## src/rtl/sl_rx_scheduler.sv

```systemverilog
// sl_rx_scheduler: shares one host event/config port among N_CH SL receivers.
// Per-channel event slots are drained round-robin; config writes are verified by read-back with retry.
module sl_rx_scheduler #(
    parameter int N_CH         = 4,
    parameter int STATUS_WIDTH = 16,
    parameter int CONFIG_WIDTH = 16,
    parameter int CFG_RETRY    = 255
) (
    input  logic                           clk,
    input  logic                           rst_n,
    input  logic [N_CH*STATUS_WIDTH-1:0]   ch_status,
    input  logic [N_CH*32-1:0]             ch_data,
    input  logic [N_CH-1:0]                ch_changed,
    input  logic [N_CH*CONFIG_WIDTH-1:0]   ch_cfg_rd,
    output logic [CONFIG_WIDTH-1:0]        ch_cfg_wr,
    output logic [N_CH-1:0]                ch_wr_en,
    output logic                           out_valid,
    input  logic                           out_ready,
    output logic [2:0]                     out_ch,
    output logic [STATUS_WIDTH-1:0]        out_status,
    output logic [31:0]                    out_data,
    output logic [N_CH-1:0]                overrun,
    input  logic [N_CH-1:0]                overrun_clr,
    input  logic                           cfg_req,
    input  logic [2:0]                     cfg_ch,
    input  logic [CONFIG_WIDTH-1:0]        cfg_data,
    output logic                           cfg_ack,
    output logic                           cfg_err,
    output logic                           irq
);

    typedef enum logic [2:0] {IDLE, GRANT, PRESENT, CFG_WR, CFG_WAIT} state_t;

    state_t                  state, state_nxt;
    logic [STATUS_WIDTH-1:0] slot_status [N_CH];
    logic [31:0]             slot_data   [N_CH];
    logic [N_CH-1:0]         pending, pending_nxt, overrun_nxt;
    logic [N_CH-1:0]         capture, granted, cfg_onehot;
    logic [2:0]              rr, grant_ch;
    logic                    grant_found;
    logic [STATUS_WIDTH-1:0] grant_status;
    logic [31:0]             grant_data;
    logic [CONFIG_WIDTH-1:0] cfg_rd_sel;
    logic                    cfg_ch_bad;
    logic [7:0]              attempt;
    logic [1:0]              wait_cnt;
    logic                    grant_fire, accept, cfg_fire, ack_fire, err_val;

    // NOTE: combinational blocks use blocking '=' and assign every output a default first, so no latch is inferred.
    always_comb begin
        capture = '0;
        for (int i = 0; i < N_CH; i++) begin
            logic [STATUS_WIDTH-1:0] st;
            st         = ch_status[i*STATUS_WIDTH +: STATUS_WIDTH];
            // Only word-complete (WRF) or error (LEF) changes are events; word starts are not.
            capture[i] = ch_changed[i] & (st[3] | st[5]);
        end
    end

    always_comb begin
        grant_found = 1'b0;
        grant_ch    = '0;
        for (int k = 1; k <= N_CH; k++) begin
            for (int c = 0; c < N_CH; c++) begin
                if (!grant_found && pending[c] && (c == (int'(rr) + k) % N_CH)) begin
                    grant_found = 1'b1;
                    grant_ch    = 3'(c);
                end
            end
        end
    end

    always_comb begin
        grant_status = '0;
        grant_data   = '0;
        granted      = '0;
        cfg_ch_bad   = 1'b1;
        cfg_rd_sel   = '0;
        cfg_onehot   = '0;
        for (int c = 0; c < N_CH; c++) begin
            if (grant_ch == 3'(c)) begin
                grant_status = slot_status[c];
                grant_data   = slot_data[c];
            end
            granted[c] = grant_fire && (grant_ch == 3'(c));
            if (cfg_ch == 3'(c)) begin
                cfg_ch_bad    = 1'b0;
                cfg_rd_sel    = ch_cfg_rd[c*CONFIG_WIDTH +: CONFIG_WIDTH];
                cfg_onehot[c] = 1'b1;
            end
        end
    end

    // A slot granted and refilled on the same edge hands its old word out and stays pending without overrun.
    always_comb begin
        pending_nxt = (pending & ~granted) | capture;
        overrun_nxt = (overrun & ~overrun_clr) | (capture & pending & ~granted);
    end

    // NOTE: slot storage is reset too, so a grant after reset can never present stale words.
    always_ff @(posedge clk or negedge rst_n) begin
        if (!rst_n) begin
            pending <= '0;
            overrun <= '0;
            for (int i = 0; i < N_CH; i++) begin
                slot_status[i] <= '0;
                slot_data[i]   <= '0;
            end
        end else begin
            // NOTE: sequential state uses non-blocking '<=' so every register samples pre-edge values.
            pending <= pending_nxt;
            overrun <= overrun_nxt;
            for (int i = 0; i < N_CH; i++) begin
                if (capture[i]) begin
                    slot_status[i] <= ch_status[i*STATUS_WIDTH +: STATUS_WIDTH];
                    slot_data[i]   <= ch_data[i*32 +: 32];
                end
            end
        end
    end

    always_ff @(posedge clk or negedge rst_n) begin
        if (!rst_n) state <= IDLE;
        else        state <= state_nxt;
    end

    always_comb begin
        state_nxt  = state;
        grant_fire = 1'b0;
        accept     = 1'b0;
        cfg_fire   = 1'b0;
        ack_fire   = 1'b0;
        err_val    = 1'b0;
        case (state)
            IDLE: begin
                // cfg_ack high means the host has not yet dropped the request just finished.
                if (cfg_req && !cfg_ack) begin
                    if (cfg_ch_bad) begin
                        ack_fire = 1'b1;
                        err_val  = 1'b1;
                    end else begin
                        state_nxt = CFG_WR;
                    end
                end else if (|pending) begin
                    state_nxt = GRANT;
                end
            end
            GRANT: begin
                grant_fire = grant_found;
                state_nxt  = PRESENT;
            end
            PRESENT: begin
                if (out_ready) begin
                    accept    = 1'b1;
                    state_nxt = IDLE;
                end
            end
            CFG_WR: begin
                cfg_fire  = 1'b1;
                state_nxt = CFG_WAIT;
            end
            CFG_WAIT: begin
                if (wait_cnt == 2'd3) begin
                    if (cfg_rd_sel == cfg_data) begin
                        ack_fire  = 1'b1;
                        state_nxt = IDLE;
                    end else if (attempt < 8'(CFG_RETRY)) begin
                        state_nxt = CFG_WR;
                    end else begin
                        ack_fire  = 1'b1;
                        err_val   = 1'b1;
                        state_nxt = IDLE;
                    end
                end
            end
            default: state_nxt = IDLE;
        endcase
    end

    always_ff @(posedge clk or negedge rst_n) begin
        if (!rst_n) begin
            out_valid  <= 1'b0;
            out_ch     <= '0;
            out_status <= '0;
            out_data   <= '0;
            rr         <= '0;
            ch_cfg_wr  <= '0;
            ch_wr_en   <= '0;
            wait_cnt   <= '0;
            attempt    <= '0;
            cfg_ack    <= 1'b0;
            cfg_err    <= 1'b0;
        end else begin
            if (grant_fire) begin
                out_valid  <= 1'b1;
                out_ch     <= grant_ch;
                out_status <= grant_status;
                out_data   <= grant_data;
                rr         <= grant_ch;
            end else if (accept) begin
                out_valid <= 1'b0;
            end
            if (cfg_fire) begin
                ch_cfg_wr <= cfg_data;
                wait_cnt  <= '0;
            end else if (state == CFG_WAIT) begin
                wait_cnt <= wait_cnt + 2'd1;
            end
            ch_wr_en <= cfg_fire ? cfg_onehot : '0;
            if (ack_fire)      attempt <= '0;
            else if (cfg_fire) attempt <= attempt + 8'd1;
            cfg_ack <= ack_fire;
            cfg_err <= ack_fire & err_val;
        end
    end

    assign irq = out_valid;

endmodule

```

## config.mk

```make
export PLATFORM = sky130hd
export DESIGN_NAME = sl_rx_scheduler
export DESIGN_NICKNAME = d
export VERILOG_FILES = /design/src/rtl/sl_rx_scheduler.sv
export SDC_FILE = /design/constraint.sdc
export NUM_CORES = 1
export LEC_CHECK = 0
export ABC_CLOCK_PERIOD_IN_PS = 3100
export CAP_MARGIN = 20
export CORE_MARGIN = 2
export CORE_UTILIZATION = 52
export DETAILED_ROUTE_END_ITERATION = 7
export PLACE_DENSITY = 0.87
export SETUP_SLACK_MARGIN = 0.4
export SLEW_MARGIN = 15
export SYNTH_ARGS = -nofsm -noshare
export SYNTH_HDL_FRONTEND = slang
export SYNTH_SLANG_ARGS = --single-unit
```

## constraint.sdc

```tcl
create_clock -name clk -period 3.1 [get_ports clk]
set_clock_uncertainty 0.1 [all_clocks]
set_input_delay 0.465 -clock clk [delete_from_list [all_inputs] [get_ports clk]]
set_output_delay 0.465 -clock clk [all_outputs]
set_load 0.03 [all_outputs]
```

==> results of run 1 <==
-- critical path: stages (launching register included) --
cell,delay (ns)
dfrtp_1,0.48
o21ai_0,0.19
inv_1,0.08
a221oi_1,0.37
and2_2,0.51
buf_12,0.27
a221oi_1,0.10
o21ai_0,0.22
-- per-layer routing --
metal  vias to the layer above  track usage, %  routed length [µm]
met5                         -               0                   0
met4                         0            10.8                1330
met3                        73            6.46                2520
met2                       387            51.3               19200
met1                      4924            37.2               14900
li1                       4392               -                   -
-- placed cells by master (no fill, tap or decap), types with 14 or more instances in the layout --
cell type          n
clkdlybuf4s50_1  363
dfrtp_1          286
mux2_2           186
nand2_1          147
o21ai_0           51
a221oi_1          51
a22o_1            48
nor2_1            29
clkbuf_16         29
buf_4             19
mux2i_1           16
a21oi_1           14
-- cells by family after synthesis --
| family | synth area share, % |
|---|---|
| XOR/XNOR | 1.33 |
| flip-flops | 57.1 |
| AND/OR/NAND/NOR | 7.43 |
| buffers and inverters | 2.80 |
| multiplexers | 19.5 |
| other | 0.0299 |
| adder cells (fa/ha/maj) | 0.200 |
| AO/OA/AOI/OAI | 11.7 |
-- report_power, final --
group | switching (mW) | internal [mW]
Sequential | 0.562 | 4.57
Clock | 1.42 | 1.99
Combinational | 3.32 | 2.56
Total | 5.31 | 9.11
-- metrics by stage --
stage | cells | utilization [%] | hold slack [ns] | instance area [µm²]
floorplan | 1013 | - | 0.0694 | 12500
global placement | 1655 | 70.9 | 0.358 | 16700
detailed placement | 1655 | 70.9 | 0.361 | 16700
CTS | 1707 | 74.8 | 0.377 | 17600
global route | 1712 | 74.9 | 0.399 | 17600
finish | 1714 | 74.9 | 0.373 | 17600
-- final cells by class --
class / count / area [µm²] / share of cell area, %
timing repair buffer: 394 / 4000 / 22.7
antenna: 7 / 17.5 / 0.0993
sequential: 286 / 7160 / 40.6
multi-input combinational: 648 / 5100 / 28.9
clock inverter: 6 / 58.8 / 0.333
clock buffer: 45 / 866 / 4.91
tap: 319 / 399 / 2.26
inverter: 9 / 33.8 / 0.192
-- flip-flops by register name, summed over array words and instances, names as in the netlist, 2 cells and up --
signal / flops
slot_data: 128
slot_status: 64
out_data: 32
ch_cfg_wr: 16
out_status: 16
attempt: 8
ch_wr_en: 4
overrun: 4
pending: 4
state: 3
rr: 2
wait_cnt: 2
-- how the worst min path moves through the flow --
stage	start	to	slack, ns	depth (start not counted)
2_1_floorplan	rst_n	attempt[0]	0.07	0
3_3_place_gp	ch_cfg_wr[9]	ch_cfg_wr[9]	0.36	2
3_5_place_dp	ch_cfg_wr[7]	ch_cfg_wr[7]	0.36	2
4_1_cts	ch_cfg_wr[7]	ch_cfg_wr[7]	0.38	2
5_1_grt	slot_status[51]	slot_status[51]	0.40	2
6_report	ch_cfg_wr[9]	ch_cfg_wr[9]	0.37	2
==> summary.txt, run 1 <==
Global route
  • First-pass GRT wire length: slightly below 60000 µm
  • Total grt overflow: 0
  • GRT Resource Usage Total: a little under 30%
  • Antenna violations before repair: 5
  • Vias in the first global route: around 11000
  • Largest net degree at the start of global routing: 89

Worst setup path
  • Crit-path max FO: 30
  • Type of the worst setup path: reg2reg
  • Worst EP required: 3.44 ns
  • Setup crit end kind: register
  • CP endpoint: out_data[31]
  • R2R setup slack: between 0.6 and 0.7 ns
  • CP arrival: roughly 2.8 ns
  • RR Startpoint: pending[1]
  • Worst R2R End: out_data[31]
  • R2R cell count: 7
  • Crit start category: register
  • Worst Setup SP: pending[1]

Synthesis
  • Most frequent cell after synthesis: dfrtp_1
  • Post-synth EDFFs: 0
  • Synth Net Count: roughly 1300
  • Dominant cell type by area after synthesis: dfrtp_1
  • Gate Count Post-Synth: around 1000
  • Top FF cell, synth: dfrtp_1
  • Number of synthesized register bits: 286
  • Avg Cell Area, Syn: about 12 µm²
  • Register area share after synthesis: between 50 and 60%
  • Synth top cells by count: dfrtp_1 (286), mux2_2 (186), nand2_1 (148)
  • Area contributors post-synth: dfrtp_1 (57%), mux2_2 (17%), nand2_1 (4.4%)
  • Yosys cell types: 48
  • Synth top area share: ~57%
  • Post-Syn Area: approximately 13000 µm²
  • Async S/R FF share, synth: 100%
  • Number of warnings issued by yosys: 0

Clock tree
  • Root buffer cell: clkbuf_16
  • Num CTS Buffers: 29
  • Clock Tree Buf Depth: 3
  • Sink Count: roughly 290
  • Clock latency reported for the late side of the worst-skew pair: about 0.55 ns
  • CTS Hold Buffers Added: 1
  • Resize count post-CTS: 0
  • Clock slew at reported path FFs: roughly 0.060 ns
  • TritonCTS clock tree: built
  • H-Tree Depth: 1
  • Post-CTS Setup Bufs: 0

Timing
  • Fin worst setup slack: between 0.6 and 0.7 ns
  • FMAX: roughly 410 MHz
  • Worst-case headroom to the max-slew limit: between 40% and 50%
  • Crit share post-route: slightly below 80%
  • RSZ-0062 raised after global routing: false
  • Slew @ Worst Pin: about 0.87 ns
  • Hold Fails Final Rpt: 0
  • Final Setup Violations: 0
  • Slew Limit Fails: 0
  • Crit path time final: ~2.4 ns
  • Setup TNS: 0 ns

Routing
  • Vias per Instance: 5.70
  • Vias: between 9000 and 10000
  • Drt wl/cell: roughly 22 µm
  • Routed Antenna Nets: 0
  • DR iter-0 viols: between 500 and 600
  • Initial DRT Pass Iterations: 6
  • DRC: 0
  • Drt total wl: 37900 µm

Run status
  • Outcome: finished clean

Floorplan
  • IO Pins: about 370
  • Starting Density: a little over half
  • Width of the die: around 160 µm
  • Die extent in y: approximately 160 µm
  • Number of cell rows: 56
  • Die Area: roughly 25000 µm²
  • CORE AREA: between 20000 and 25000 µm²

Layout
  • Area grow syn2layout: 40.7%
  • Fillers: 1565
  • Share of layout cells above drive strength 1: between 20% and 30%
  • Nets: approximately 1700

Place
  • Hpwl dp: approximately 26000 µm
  • I/O Buffers: about 360
  • GPL Wtd Cong: around 0.9
  • Pre-CTS setup slack: about 0.14 ns

Power
  • Leak pwr: roughly 7.5 nW
  • Power Dens Cells: around 820 nW/µm²
  • Max IR drop VDD: roughly 0.00059 V
  • Power Total: about 14 mW

Flow run
  • Max-cap violations: 0

Min path
  • Class of the worst hold path: reg2reg
Power figures use the tool's default switching activity.
==> inputs of run 2 (changes only) <==
--- a/config.mk
+++ b/config.mk
@@ -5,12 +5,12 @@
 export SDC_FILE = /design/constraint.sdc
 export NUM_CORES = 1
 export LEC_CHECK = 0
-export ABC_CLOCK_PERIOD_IN_PS = 3100
+export ABC_CLOCK_PERIOD_IN_PS = 2190
 export CAP_MARGIN = 20
 export CORE_MARGIN = 2
-export CORE_UTILIZATION = 52
+export CORE_UTILIZATION = 43
 export DETAILED_ROUTE_END_ITERATION = 7
-export PLACE_DENSITY = 0.87
+export PLACE_DENSITY = 0.77
 export SETUP_SLACK_MARGIN = 0.4
 export SLEW_MARGIN = 15
 export SYNTH_ARGS = -nofsm -noshare
==> constraint.sdc (replaced) <==
create_clock -name clk -period 2.19 [get_ports clk]
set_clock_uncertainty 0.1 [all_clocks]
set_input_delay 0.3285 -clock clk [delete_from_list [all_inputs] [get_ports clk]]
set_output_delay 0.3285 -clock clk [all_outputs]
set_load 0.03 [all_outputs]
==> run 2 against run 1 <==
  * Fmax grew 16%
  * Sequential cell count unchanged
  * Critical endpoint is now out_status[5]
  * Count of clock-buffer cells in the layout increased by 5
  * First-iteration DRC count is 0.18% higher
  * Cell area grew 11%
  * Via count up 3.9%
  * Die area is 20% higher
==> summary.txt, run 2 (synthesis results as in run 1) <==
Run status
  • Outcome: finished clean (unchanged)

Clock tree
  • Clock slew at reported path FFs: 0.06 ns (about the same)
  • Sink Count: 286 (unchanged)
  • H-Tree Depth: 2 (was 1)
  • Clock latency reported for the late side of the worst-skew pair: 0.50 ns (was 0.55 ns)
  • TritonCTS clock tree: built (unchanged)
  • Num CTS Buffers: 34 (was 29)
  • Clock Tree Buf Depth: 3 (unchanged)
  • Root buffer cell: clkbuf_16 (unchanged)

Floorplan
  • Width of the die: 175 µm (was 159 µm)
  • Die extent in y: 175 µm (was 159 µm)
  • CORE AREA: 28700 µm² (was 23500 µm²)
  • IO Pins: 366 (unchanged)
  • Number of cell rows: 62 (was 56)
  • Die Area: 30500 µm² (was 25400 µm²)
  • Starting Density: 43.7% (was 53.2%)

Routing
  • Vias per Instance: 5.48 (was 5.70)
  • DRC: 0 (unchanged)
  • Vias: 10200 (was 9776)
  • Routed Antenna Nets: 0 (unchanged)
  • Drt total wl: 40600 µm (was 37900 µm)
  • DR iter-0 viols: 551 (was 550)
  • Met1 WL: 16700 µm (was 14900 µm)
  • Drt wl/cell: 21.9 µm (was 22.1 µm)
  • Top Metal Used: met5 (was met4)
  • Met2 routed WL: 20400 µm (was 19200 µm)
  • WL met3: 2420 µm (was 2520 µm)
  • Initial DRT Pass Iterations: 5 (was 6)

Global route
  • GRT Resource Usage Total: 26.0% (was 29.8%)
  • Largest net degree at the start of global routing: 62 (was 89)
  • Total grt overflow: 0 (unchanged)
  • Antenna violations before repair: 4 (was 5)
  • Vias in the first global route: 10800 (was 10600)
  • First-pass GRT wire length: 61700 µm (was 59300 µm)

Layout
  • Commonest non-fill, non-tap cell in the layout: dfrtp_1 (was clkdlybuf4s50_1)
  • Post-layout util: 68.4% (was 74.9%)
  • Largest reg by FF count: slot_data (unchanged)
  • Max reg flops: 128 (unchanged)
  • Area grow syn2layout: 56.7% (was 40.7%)
  • Highest-count cells in the layout ignoring fill and taps: dfrtp_1 (277), clkdlybuf4s50_1 (250), mux2_2 (186) (was clkdlybuf4s50_1 (363), dfrtp_1 (286), mux2_2 (186))
  • Share of layout cells above drive strength 1: 31.8% (was 20.4%)
  • Nets: 1733 (was 1657)
  • Regs by FF count: slot_data: 128 flops, slot_status: 64 flops, out_data: 32 flops (unchanged)

Power
  • Pint: 16.1 mW (was 9.11 mW)
  • Net switching power: 9.33 mW (was 5.31 mW)
  • Power share of the combinational group: 48.4% (was 40.8%)
  • Net Sw Frac: 36.7% (was 36.8%)
  • Max IR drop VDD: 0.000660 V (was 0.000593 V)
  • Power Total: 25.4 mW (was 14.4 mW)
  • Power Dens Cells: 1300 nW/µm² (was 818 nW/µm²)
  • Leak pwr: 8.59 nW (was 7.51 nW)
  • Clock Power Share: 22.7% (was 23.6%)
  • Reg power frac: 28.9% (was 35.6%)

Timing
  • Crit share post-route: 95.5% (was 78.4%)
  • RSZ-0062 raised after global routing: true (was false)
  • FMAX: 478 MHz (was 411 MHz)
  • Hold Fails Final Rpt: 0 (unchanged)
  • Setup TNS: 0 ns (unchanged)
  • Final Setup Violations: 0 (unchanged)
  • Worst Hold Slack: 0.0913 ns (was 0.373 ns)
  • Fin worst setup slack: 0.0991 ns (was 0.669 ns)
  • Crit path time final: 2.09 ns (was 2.43 ns)
  • Slew Limit Fails: 0 (unchanged)

Worst setup path
  • Crit start category: register (unchanged)
  • Worst-path cell chain: nand2b_4 > buf_6 > a21oi_4 > nor2_2 > o21a_4 > buf_12 > buf_16 > a221oi_4 > o21ai_1 (was o21ai_0 > inv_1 > a221oi_1 > and2_2 > buf_12 > a221oi_1 > o21ai_0)
  • Type of the worst setup path: reg2reg (unchanged)
  • CP Buf/Inv Count: 3 (was 2)
  • Worst path slowest cell: dfrtp_2 (was and2_2)
  • Setup crit end kind: register (unchanged)
  • Worst EP required: 2.46 ns (was 3.44 ns)
  • Delay-heaviest family, CP: compound AO/OA/AOI/OAI gates (unchanged)
  • Worst path depth: 9 (was 7)
  • Max incr delay on CP: 0.43 ns (was 0.51 ns)
  • R2R cell count: 9 (was 7)
  • CP arrival: 2.36 ns (was 2.77 ns)
  • Crit-path max FO: 7 (was 30)

Place
  • GPL Wtd Cong: 0.817 (was 0.892)
  • Hpwl dp: 24900 µm (was 26100 µm)
  • I/O Buffers: 364 (unchanged)
  • Pre-CTS setup slack: -0.564 ns (was 0.135 ns)

Flow run
  • Max-cap violations: 0 (unchanged)

Min path
  • Hold Crit Depth: 3 (was 2)
  • Class of the worst hold path: in2reg (was reg2reg)
## run 2: per-stage QoR
stage / cells / instance area, µm²
global placement: 1731 / 17300
global route: 1853 / 19600
detailed placement: 1731 / 17300
finish: 1853 / 19600
floorplan: 1013 / 13100
CTS: 1837 / 19200
## run 2: worst paths after layout
check | from | endpoint | slack (ns)
max in group asynchronous | rst_n | out_data[24] | 1.03
max | rr[0] | out_status[5] | 0.1
max reg2reg | rr[0] | out_status[5] | 0.1
min | cfg_ch[0] | ch_wr_en[2] | 0.09
min in group asynchronous | rst_n | slot_status[29] | 0.23
min reg2reg | ch_cfg_wr[15] | ch_cfg_wr[15] | 0.37
## run 2: timing repair
action | in CTS | in global routing
setup buffers | 31 | 11
endpoints found under the setup margin | 147 | 74
pin swaps | 55 | 28
gates cloned | 16 | 2
hold buffers | 1 | 0
endpoints found under the hold margin | 47 | 0
gates resized for setup | 157 | 59
## run 2: cell type report
type / count / area [µm²]
fill: 2067 / 9070
inverter: 9 / 33.8
sequential: 286 / 7170
clock inverter: 8 / 121
tap: 384 / 480
clock buffer: 50 / 1010
timing repair buffer: 463 / 4960
multi-input combinational: 650 / 5850
antenna: 3 / 7.51
## run 2: worst register-to-register path: stages, from the launching register on
cell	delay [ns]
dfrtp_2	0.43
nand2b_4	0.16
buf_6	0.13
a21oi_4	0.14
nor2_2	0.06
o21a_4	0.28
buf_12	0.17
buf_16	0.14
a221oi_4	0.25
o21ai_1	0.11
## run 2: power groups by stage
stage	logic, mW	clock network, mW	registers (mW)
floorplan	5.02	0	8.31
global placement	9.26	0	7.33
detailed placement	9.38	0	7.39
CTS	11.4	5.84	7.29
global route	13.0	6.08	7.50
finish	12.3	5.76	7.35
## run 2: metal layers
metal / track usage [%] / up-vias
met5: 0 / -
met4: 8.40 / 2
met3: 5.09 / 76
met2: 45.2 / 348
met1: 32.8 / 5159
li1: - / 4568
==> variant: new RTL, config.mk and constraints of run 2 <==
Make the reset (`rst_n`) synchronous in 3 clocked blocks.
--- a/src/rtl/sl_rx_scheduler.sv
+++ b/src/rtl/sl_rx_scheduler.sv
@@ -100,3 +100,3 @@
     // NOTE: slot storage is reset too, so a grant after reset can never present stale words.
-    always_ff @(posedge clk or negedge rst_n) begin
+    always_ff @(posedge clk) begin
         if (!rst_n) begin
@@ -121,3 +121,3 @@
 
-    always_ff @(posedge clk or negedge rst_n) begin
+    always_ff @(posedge clk) begin
         if (!rst_n) state <= IDLE;
@@ -179,3 +179,3 @@
 
-    always_ff @(posedge clk or negedge rst_n) begin
+    always_ff @(posedge clk) begin
         if (!rst_n) begin
Formal check against the unedited RTL: differs if rst_n is asserted again (counterexample within 4 cycles, from zero or initial values and one cycle with rst_n low); with rst_n held inactive, the same outputs for 4 cycles.
==> variant against run 2 <==
- fmax decreased by 2.7%
- cell area decreased by 1.1%
- critical endpoint is now attempt[1]
- area after synthesis about the same
- sequential cell count unchanged
- critical path depth increased by 3
- wire length increased by 1.2%
- largest cell class unchanged
- worst setup slack got worse by 0.059 ns
- worst hold slack improved by 0.088 ns
Power is not compared: it rests on default switching activity, and its combinational part moved more than twofold at a synthesized area within 25%.
==> variant: results (changes against run 2) <==
stage	metric	value	unit	change
placement	HPWL Detailed	26000	µm	was 24,900 µm
critical_path	slowest CP cell	o311ai_1		was dfrtp_2
route	Avg WL per Cell	22.1	µm	was 21.9 µm
pwr	worst vdd ir	0.000543	V	
yosys	number of synthesized flops with an enable pin	192		was 0
global_route	vias in the first global route	10574		was 10.8k
timing	minimum clock period	2.15	ns	was 2.09 ns
placement	pre-CTS setup slack	-0.890	ns	was -0.564 ns
yosys	synth top area cells	edfxtp_1, dfxtp_1, and2_1, a22oi_1, o211a_1		was dfrtp_1, mux2_2, nand2_1, a221oi_1, a22o_1
placement	RD Place Congestion	0.874		was 0.817
placement	port bufs	364		unchanged
yosys	Async S/R FF share, synth	0		was 1.00
yosys	register area share after synthesis	0.611		was 0.571
global_route	pin count of the biggest net entering global routing	73		was 62
global_route	total gr overflow	0		unchanged
clock_network	clock transition at the registers of the reported paths	0.06	ns	about the same
critical_path	Max FO, Critical Path	6		was 7
yosys	Cell variety after synth	54		was 48
placement	Placed Cells	1762		was 1,731
route	Via Count	10190		about the same
worst_hold_path	Hold Path Class	in2reg		unchanged
global_route	initial antenna violation count	4		unchanged
cells_and_area	Top reg by flops	slot_data		unchanged
critical_path	Reg2Reg Setup Slack	0.11	ns	
clock_network	Num CTS Buffers	30		was 34
route	drt pass-1 iters	5		unchanged
status	status	finished, final reports clean		unchanged
route	initial detailed-routing violation count	662		was 551
pwr	P_leak	7.87	nW	
timing	worst slew margin relative to its limit	0.497		
cells_and_area	Largest regs	slot_data x128, slot_status x64, out_data x32		unchanged
yosys	Synth Area per Inst	12.2	µm²	was 12.4 µm²
placement	DP Area	17400	µm²	was 17,300 µm²
cells_and_area	Layout Nets	1741		was 1,733
global_route	first-pass GRT wire length	60500	µm	was 61,700 µm
clock_network	H-tree Lvls	1		was 2
yosys	synth cell count leaders	edfxtp_1, and2_1, a22oi_1, dfxtp_1, clkbuf_1		was dfrtp_1, mux2_2, nand2_1
clock_network	Root Buffer	clkbuf_16		unchanged
cells_and_area	layout cell share with drive strength beyond 1	0.208		was 0.318
global_route	GR Util All Layers	0.257		was 0.260
timing	final hold slack	0.179	ns	was 0.0913 ns
yosys	Mapped Nets	1315		was 1,302
pwr	sw frac	0.264		
route	final WL	41100	µm	was 40,600 µm
clock_network	Clock Path Buffers	3		unchanged
critical_path	WP data arrival	2.45	ns	was 2.36 ns
yosys	YS warnings	0		unchanged
critical_path	family with the most delay on the worst path	compound AO/OA/AOI/OAI gates		unchanged
critical_path	Worst path max stage delay	0.38	ns	was 0.43 ns
clock_network	latest clock arrival within the worst-skew pair	0.54	ns	was 0.50 ns
variant: cell count changes after synthesis, moves of 50 or more:
| cell | delta |
|---|---|
| dfrtp_1 | -286 |
| edfxtp_1 | +192 |
| a22oi_1 | +89 |
| mux2_2 | -186 |
| nand2_1 | -88 |
| and2_1 | +184 |
| a221oi_1 | -50 |
| dfxtp_1 | +94 |
variant: final timing paths:
kind / startpoint / end / cells after the start
worst max register to register: pending[3] / out_status[2] / 11
worst max-delay path: cfg_ch[1] / attempt[1] / 12
worst min register to register: ch_cfg_wr[15] / ch_cfg_wr[15] / 2
worst min-delay path: cfg_ch[0] / ch_wr_en[2] / 4
variant: worst min-delay path: stages:
cell,delay (ns)
buf_6,0.08
buf_8,0.10
or2_4,0.21
nor2_1,0.06
variant: routing by layer:
| layer | share of wire | GRT usage | routed length (µm) |
|---|---|---|---|
| met5 | 0 | 0 | 0 |
| met4 | 0.030 | 0.0878 | 1240 |
| met3 | 0.071 | 0.0481 | 2910 |
| met2 | 0.50 | 0.453 | 20700 |
| met1 | 0.39 | 0.317 | 16200 |
variant: area by class of cell:
type	instances	area [µm²]
Sequential cell	286	7660
Tap cell	384	480
Fill cell	2052	9280
Timing Repair Buffer	479	4950
Clock inverter	22	309
Multi-Input combinational cell	650	5190
Inverter	5	18.8
Antenna cell	5	12.5
Clock buffer	34	797
variant: logic make-up after synthesis:
family / after synthesis / share of synthesized area
mux: 25 / 0.0280
fa+ha+maj: 2 / 0.00200
compound gates: 274 / 0.165
simple gates: 328 / 0.150
xor+xnor: 19 / 0.0133
other cells: 1 / 0.000299
flops: 286 / 0.611
buf+inv: 91 / 0.0311
variant: power by group through the flow:
stage               clock network, mW  logic (mW)  registers [mW]
CTS                              5.71        3.29            6.58
global placement                    0        2.94            6.65
detailed placement                  0        2.99            6.67
finish                           5.63        3.39            6.59
global route                     5.90        3.58            6.63
floorplan                           0        1.23            6.92
variant: what timing repair did:
item / CTS / global route
cloned: 9 / 2
buffers inserted: 26 / 5
resized for setup: 246 / 37
pin swaps: 44 / 11
endpoints found under the setup margin: 187 / 81
endpoints found under the hold margin: 0 / 0
